### src/rtl/alu_pkg.sv
// Shared types and constants for the two-requester ALU arbiter.
//   NUM_REQ  : number of requesters sharing the ALU
//   opcode_e : 4-bit ALU opcode encoding
//   rsp_t    : response payload stored in each requester's FIFO
package alu_pkg;

    localparam int unsigned NUM_REQ = 2;
    localparam int unsigned DATA_W  = 4;
    localparam int unsigned CTL_W   = 4;

    typedef enum logic [CTL_W-1:0] {
        OP_ADD   = 4'd0,
        OP_ADC   = 4'd1,
        OP_SUB   = 4'd2,
        OP_SBB   = 4'd3,
        OP_INC   = 4'd4,
        OP_DEC   = 4'd5,
        OP_AND   = 4'd6,
        OP_OR    = 4'd7,
        OP_XOR   = 4'd8,
        OP_NOT   = 4'd9,
        OP_SHL   = 4'd10,
        OP_SHR   = 4'd11,
        OP_PASSA = 4'd12,
        OP_PASSB = 4'd13,
        OP_RSV14 = 4'd14,
        OP_RSV15 = 4'd15
    } opcode_e;

    typedef struct packed {
        logic [DATA_W-1:0] alu;
        logic              carry;
        logic              zero;
    } rsp_t;

endpackage

### src/rtl/alu.sv
// Single-cycle registered 4-bit ALU.
//   clk, rst (async, active-high)
//   valid_in, a, b, cin, ctl : operation presented in the issue cycle
//   valid_out, result, carry, zero : registered result, one cycle later
// For subtract/decrement opcodes carry is the borrow. Opcodes 14 and 15 are
// reserved and produce result 0, carry 0 (zero therefore reads 1).
module alu
    import alu_pkg::*;
(
    input  logic              clk,
    input  logic              rst,
    input  logic              valid_in,
    input  logic [DATA_W-1:0] a,
    input  logic [DATA_W-1:0] b,
    input  logic              cin,
    input  logic [CTL_W-1:0]  ctl,
    output logic              valid_out,
    output logic [DATA_W-1:0] result,
    output logic              carry,
    output logic              zero
);

    // Top bit of wide_c is carry-out / borrow
    logic [DATA_W:0] wide_c;

    // Operation decode
    always_comb begin
        wide_c = '0;
        case (opcode_e'(ctl))
            OP_ADD:   wide_c = {1'b0, a} + {1'b0, b};
            OP_ADC:   wide_c = {1'b0, a} + {1'b0, b} + (DATA_W+1)'(cin);
            OP_SUB:   wide_c = {1'b0, a} - {1'b0, b};
            OP_SBB:   wide_c = {1'b0, a} - {1'b0, b} - (DATA_W+1)'(cin);
            OP_INC:   wide_c = {1'b0, b} + (DATA_W+1)'(1);
            OP_DEC:   wide_c = {1'b0, b} - (DATA_W+1)'(1);
            OP_AND:   wide_c = {1'b0, a & b};
            OP_OR:    wide_c = {1'b0, a | b};
            OP_XOR:   wide_c = {1'b0, a ^ b};
            OP_NOT:   wide_c = {1'b0, ~a};
            OP_SHL:   wide_c = {a, 1'b0};
            OP_SHR:   wide_c = {a[0], 1'b0, a[DATA_W-1:1]};
            OP_PASSA: wide_c = {1'b0, a};
            OP_PASSB: wide_c = {1'b0, b};
            default:  wide_c = '0;
        endcase
    end

    // Result register
    always_ff @(posedge clk or posedge rst) begin
        if (rst) begin
            valid_out <= 1'b0;
            result    <= '0;
            carry     <= 1'b0;
            zero      <= 1'b0;
        end else begin
            valid_out <= valid_in;
            if (valid_in) begin
                result <= wide_c[DATA_W-1:0];
                carry  <= wide_c[DATA_W];
                zero   <= (wide_c[DATA_W-1:0] == '0);
            end
        end
    end

endmodule

### src/rtl/alu_arbiter.sv
// Two requesters share one ALU; results return through per-requester FIFOs.
//   clk, reset (async, active-low)
//   req_valid/req_ready, req_a, req_b, req_cin, req_ctl : request side
//   rsp_valid/rsp_ready, rsp_alu, rsp_carry, rsp_zero   : response FIFO heads
//   busy : operation in flight or any FIFO non-empty
// Build option ALU_ARB_PRIO_EN: fixed priority to requester 0 instead of
// round-robin. req_ready is combinational (depends on req_valid, rsp_ready).
module alu_arbiter
    import alu_pkg::*;
#(
    parameter int unsigned RSP_DEPTH = 2
) (
    input  logic                            clk,
    input  logic                            reset,
    input  logic [NUM_REQ-1:0]              req_valid,
    output logic [NUM_REQ-1:0]              req_ready,
    input  logic [NUM_REQ-1:0][DATA_W-1:0]  req_a,
    input  logic [NUM_REQ-1:0][DATA_W-1:0]  req_b,
    input  logic [NUM_REQ-1:0]              req_cin,
    input  logic [NUM_REQ-1:0][CTL_W-1:0]   req_ctl,
    output logic [NUM_REQ-1:0]              rsp_valid,
    input  logic [NUM_REQ-1:0]              rsp_ready,
    output logic [NUM_REQ-1:0][DATA_W-1:0]  rsp_alu,
    output logic [NUM_REQ-1:0]              rsp_carry,
    output logic [NUM_REQ-1:0]              rsp_zero,
    output logic                            busy
);

    localparam int unsigned PTR_W = (RSP_DEPTH > 1) ? $clog2(RSP_DEPTH) : 1;
    localparam int unsigned CNT_W = $clog2(RSP_DEPTH + 1);

    logic [NUM_REQ-1:0] elig_c;
    logic [NUM_REQ-1:0] gnt_c;
    logic [NUM_REQ-1:0] push_c;
    logic [NUM_REQ-1:0] pop_c;
    logic               issue_c;
    logic               gnt_idx_c;

    logic               inflight_q;
    logic               tag_q;

    logic               alu_valid_out;
    logic [DATA_W-1:0]  alu_result;
    logic               alu_carry;
    logic               alu_zero;
    rsp_t               alu_rsp_c;

    assign alu_rsp_c.alu   = alu_result;
    assign alu_rsp_c.carry = alu_carry;
    assign alu_rsp_c.zero  = alu_zero;

    // Per-requester response FIFO and credit check
    for (genvar i = 0; i < NUM_REQ; i++) begin : g_req
        rsp_t             mem [RSP_DEPTH];
        logic [PTR_W-1:0] wr_ptr;
        logic [PTR_W-1:0] rd_ptr;
        logic [CNT_W-1:0] occ;
        logic [CNT_W:0]   outstanding_c;

        assign rsp_valid[i] = (occ != '0);
        assign pop_c[i]     = rsp_valid[i] & rsp_ready[i];
        assign push_c[i]    = alu_valid_out & (tag_q == 1'(i));
        assign rsp_alu[i]   = mem[rd_ptr].alu;
        assign rsp_carry[i] = mem[rd_ptr].carry;
        assign rsp_zero[i]  = mem[rd_ptr].zero;

        // A head popped this cycle frees its slot for an issue this cycle
        assign outstanding_c = {1'b0, occ}
                             + (CNT_W+1)'(inflight_q && (tag_q == 1'(i)))
                             - (CNT_W+1)'(pop_c[i]);
        assign elig_c[i] = req_valid[i] && (outstanding_c < (CNT_W+1)'(RSP_DEPTH));

        // Pointers and occupancy
        always_ff @(posedge clk or negedge reset) begin
            if (!reset) begin
                wr_ptr <= '0;
                rd_ptr <= '0;
                occ    <= '0;
            end else begin
                if (push_c[i]) begin
                    wr_ptr <= (wr_ptr == PTR_W'(RSP_DEPTH - 1)) ? '0 : wr_ptr + PTR_W'(1);
                end
                if (pop_c[i]) begin
                    rd_ptr <= (rd_ptr == PTR_W'(RSP_DEPTH - 1)) ? '0 : rd_ptr + PTR_W'(1);
                end
                case ({push_c[i], pop_c[i]})
                    2'b10:   occ <= occ + CNT_W'(1);
                    2'b01:   occ <= occ - CNT_W'(1);
                    default: occ <= occ;
                endcase
            end
        end

        // Storage, no reset needed
        always_ff @(posedge clk) begin
            if (push_c[i]) begin
                mem[wr_ptr] <= alu_rsp_c;
            end
        end

        a_no_overflow: assert property (@(posedge clk) disable iff (!reset)
            !(push_c[i] && !pop_c[i] && (occ == CNT_W'(RSP_DEPTH))));
    end

`ifdef ALU_ARB_PRIO_EN
    // Fixed priority: requester 0 wins a tie
    always_comb begin
        gnt_c    = '0;
        gnt_c[0] = elig_c[0];
        gnt_c[1] = elig_c[1] & ~elig_c[0];
    end
`else
    // rr_ptr_q names the requester that wins a tie
    logic rr_ptr_q;

    always_comb begin
        gnt_c = elig_c;
        if (&elig_c) begin
            gnt_c = rr_ptr_q ? 2'b10 : 2'b01;
        end
    end

    always_ff @(posedge clk or negedge reset) begin
        if (!reset) begin
            rr_ptr_q <= 1'b0;
        end else if (|gnt_c) begin
            rr_ptr_q <= gnt_c[0];
        end
    end
`endif

    assign req_ready = gnt_c & {NUM_REQ{reset}};
    assign issue_c   = |req_ready;
    assign gnt_idx_c = req_ready[1];

    // Tag of the operation currently in the ALU
    always_ff @(posedge clk or negedge reset) begin
        if (!reset) begin
            inflight_q <= 1'b0;
            tag_q      <= 1'b0;
        end else begin
            inflight_q <= issue_c;
            if (issue_c) begin
                tag_q <= gnt_idx_c;
            end
        end
    end

    assign busy = inflight_q | (|rsp_valid);

    alu u_alu (
        .clk       (clk),
        .rst       (~reset),
        .valid_in  (issue_c),
        .a         (req_a[gnt_idx_c]),
        .b         (req_b[gnt_idx_c]),
        .cin       (req_cin[gnt_idx_c]),
        .ctl       (req_ctl[gnt_idx_c]),
        .valid_out (alu_valid_out),
        .result    (alu_result),
        .carry     (alu_carry),
        .zero      (alu_zero)
    );

endmodule
### config.mk
export PLATFORM = sky130hd
export DESIGN_NAME = alu_arbiter
export DESIGN_NICKNAME = d
export VERILOG_FILES = /design/src/rtl/alu_pkg.sv /design/src/rtl/alu.sv /design/src/rtl/alu_arbiter.sv
export SDC_FILE = /design/constraint.sdc
export NUM_CORES = 1
export LEC_CHECK = 0
export ABC_AREA = 1
export CORE_UTILIZATION = 50
export DETAILED_ROUTE_END_ITERATION = 10
export PLACE_DENSITY = 0.77
export SLEW_MARGIN = 5
export SYNTH_ARGS = -nofsm -noshare
export SYNTH_HDL_FRONTEND = slang
export SYNTH_HIERARCHICAL = 1
export SYNTH_SLANG_ARGS = --single-unit
### constraint.sdc
create_clock -name clk -period 4 [get_ports clk]
set_clock_uncertainty 0.1 [all_clocks]
set_input_delay 0.8 -clock clk [delete_from_list [all_inputs] [get_ports clk]]
set_output_delay 0.8 -clock clk [all_outputs]
set_load 0.02 [all_outputs]
==> results_dict.tcl <==
set metrics [dict create \
    grt_overflow 0 \
    dpl.hpwl_mm 8.015 \
    diodes 0 \
    numCtsBuffers 5 \
    pre_cts_slack_ps -887.8 \
    core_um2 6386 \
    hold_buffers 0 \
    synth_enable_flop_cells 24 \
    grt_max_degree 16 \
    drive_gt1_share_pct 34.17 \
    grt_pass1_wl_mm 17.46 \
    drc 0 \
    start_kind "flop" \
    setup_viol 5 \
    post_drt_wl_per_cell_um 15.72 \
    cpPeakStageDelay_ps 540 \
    synth.distinct_cells 33 \
    critPathSlowestCell "fa_2" \
    num_vias 3815 \
    use_met1_pct 34.80 \
    peakVddDrop_mv 0.5444 \
    critPathKind "flop to flop" \
    finalCriticalPeriod_ps 4306 \
    synth_ff_type "edfxtp_1" \
    grtUsageTotal_pct 31.35 \
    fin_crit_sh_pct 107.7 \
    grt_use_met3_pct 3.462 \
    synth_top_area_share_pct 21.65 \
    cts.clk_slew.worst_paths_ps 90 \
    yosysTopAreaCell "edfxtp_1" \
    num-nets-final 689 \
    ys_warn_count 6 \
    areaGrowthSynthToFinish_pct 54.02 \
    end_kind "flop" \
    start_util_pct 52.12 \
    crit_path_start "g_req[1].occ[0]$_DFFE_PN0P_" \
    synthesis.instances 471 \
    hp-class "flop to flop" \
    cts_tree "yes" \
    grtUsageMet2_pct 58.68 \
    slew_headroom_pct 60.26 \
    viasPerCell 5.358 \
    gp_congestion 0.9373 \
    crit_required_ps 4130 \
    worstMarginPinSlew_ps 593.9 \
    arrival_ps 4430 \
    antenna_found_initial 0 \
    violations "negative setup slack" \
    cp_max_fo 6 \
    grt_pass1_vias 3892 \
    outcome "finished with violations" \
    clock_latency_ps 290 \
    r2r_start "g_req[1].occ[0]$_DFFE_PN0P_" \
    clock-root-buffer "clkbuf_8" \
    p_leak_uw 0.002582 \
    ant_nets 0 \
    htree_levels 2 \
    ctsLongestPathBuffers 2 \
    worstHoldStart "u_alu/zero$_DFFE_PP0P_" \
    dp.cells 675 \
    synth_nets 526 \
    fp.dieW_um 83.59 \
    syn_area_um2 3328 \
    fp.dieArea_um2 6986 \
    dieHeight_um 83.59 \
    drv_cap 0 \
    rsz0062_at_grt "true" \
    ys_ff_latch 42 \
    wl_mm 11.19 \
    seq_area_frac_synth_pct 35.19 \
    cts.sinks 42 \
    drt-initial-drc-count 199 \
    crit_top_cell "nand2_1" \
    fp-row-count 29 \
    async_flop_share_pct 42.86 \
    slew_violations 0 \
    clock.fmax_mhz 232.2 \
    finalNonFillerCells 712 \
    fill_cells 422 \
    dr.pass1.iters 5 \
    synth_area_leaders "edfxtp_1, nand2_1, dfrtp_1, nand3_1, inv_1" \
    syn_avg_cell_area_um2 7.066 \
    power_density_nw_per_um2 688.7 \
    timing.final.ws_setup_ps -306.1 \
    timing.final.hold_violations 0 \
    portBuffers 48 \
    ios 49 \
    grt_busiest_layer "met2" \
]
repair_timing:
action | 4_1_cts | 5_1_grt
gates cloned | 2 | 0
pin swaps | 32 | 32
endpoints found under the setup margin | 8 | 8
setup buffers | 18 | 11
resized for setup | 44 | 38
final timing paths:
kind,depth (start not counted),slack [ps],to
min in group asynchronous,2,790,g_req[0].rd_ptr$_DFFE_PN0P_
max in group asynchronous,3,2650,u_alu/valid_out$_DFF_PP0_
min reg2reg,0,450,g_req[0].mem[0][0]$_DFFE_PP_
min,0,450,g_req[0].mem[0][0]$_DFFE_PP_
max,31,-310,u_alu/zero$_DFFE_PP0P_
max reg2reg,31,-310,u_alu/zero$_DFFE_PP0P_
cell usage after synthesis, types with 3 or more instances:
master	instances
a21oi_1	4
dfrtp_1	18
edfxtp_1	24
fa_1	4
ha_1	19
inv_1	64
inv_2	5
nand2_1	164
nand2_2	11
nand3_1	57
nand4_1	6
nor2_1	50
nor3_1	3
o21ai_0	12
xor2_1	7
cells in the final DEF, fill, tap and decap left out, drive strengths merged, types with 7 or more instances in the layout:
cell type	netlist	routed
nand2	177	178
buf	3	112
inv	69	70
nand3	59	59
nor2	54	54
clkdlybuf4s50	0	44
edfxtp	24	24
ha	19	19
dfrtp	18	18
o21ai	14	14
xor2	7	7
nand4	7	7
flip-flops by register name, summed over array words and instances, names as in the netlist:
name and cells:
g_req.rd_ptr 2, u_alu/zero 1, tag_q 1, inflight_q 1
u_alu/carry 1, g_req.wr_ptr 2, g_req.occ 4, rr_ptr_q 1
g_req.mem 24, u_alu/result 4, u_alu/valid_out 1
metrics by stage:
stage | utilization (%) | power [uW] | TNS [ps] | instance area (um2) | hold WS [ps]
2_1_floorplan | - | 1918 | -222.5 | 3427 | 376.3
3_3_place_gp | 71.83 | 2712 | -4847 | 4587 | 424.9
3_5_place_dp | 71.83 | 2791 | -5475 | 4587 | 429.3
4_1_cts | 77.08 | 3261 | -92.61 | 4922 | 443.3
5_1_grt | 80.27 | 3792 | -2019 | 5126 | 460.0
6_report | 80.27 | 3530 | -850.1 | 5126 | 447.6
worst max-delay path, delay by kind of cell (launching register included):
family / cells / cell delay [ps]
fa+ha+maj: 5 / 1640
buf+inv: 9 / 470
flops: 1 / 430
simple gates: 17 / 1610
power breakdown:
part	switching, uW	total (uW)	internal, uW
clock	150	275	125
combinational	1410	2550	1140
sequential	112	709	596
cell type report:
class / instances / area (um2) / share of cell area [%]
multi-input cells: 358 / 2173 / 42.40
clock inverters: 3 / 23.77 / 0.4638
repair buffers: 158 / 1324 / 25.82
flip-flops and latches: 42 / 1171 / 22.85
inverters: 69 / 269.0 / 5.248
well taps: 77 / 96.34 / 1.879
clock buffers: 5 / 68.82 / 1.342
layer usage:
metal / vias up / part of all wire, % / wire length, um
li1: 1820 / - / -
met1: 1772 / 37 / 4096
met2: 174 / 53 / 5974
met3: 49 / 5.0 / 564
met4: 0 / 5.0 / 556
met5: - / 0 / 0
kinds of logic (layout without fill, tap and decap cells):
logic type / Yosys count / in the layout / share of synthesized area (%)
buffers and inverters: 72 / 235 / 8.759
flip-flops: 42 / 42 / 35.19
AND/OR/NAND/NOR: 301 / 302 / 40.19
XOR/XNOR: 8 / 8 / 2.105
adder cells (fa/ha/maj): 23 / 23 / 9.549
AO/OA/AOI/OAI: 25 / 25 / 4.211
Note: power is estimated with default switching activity, not from simulation.
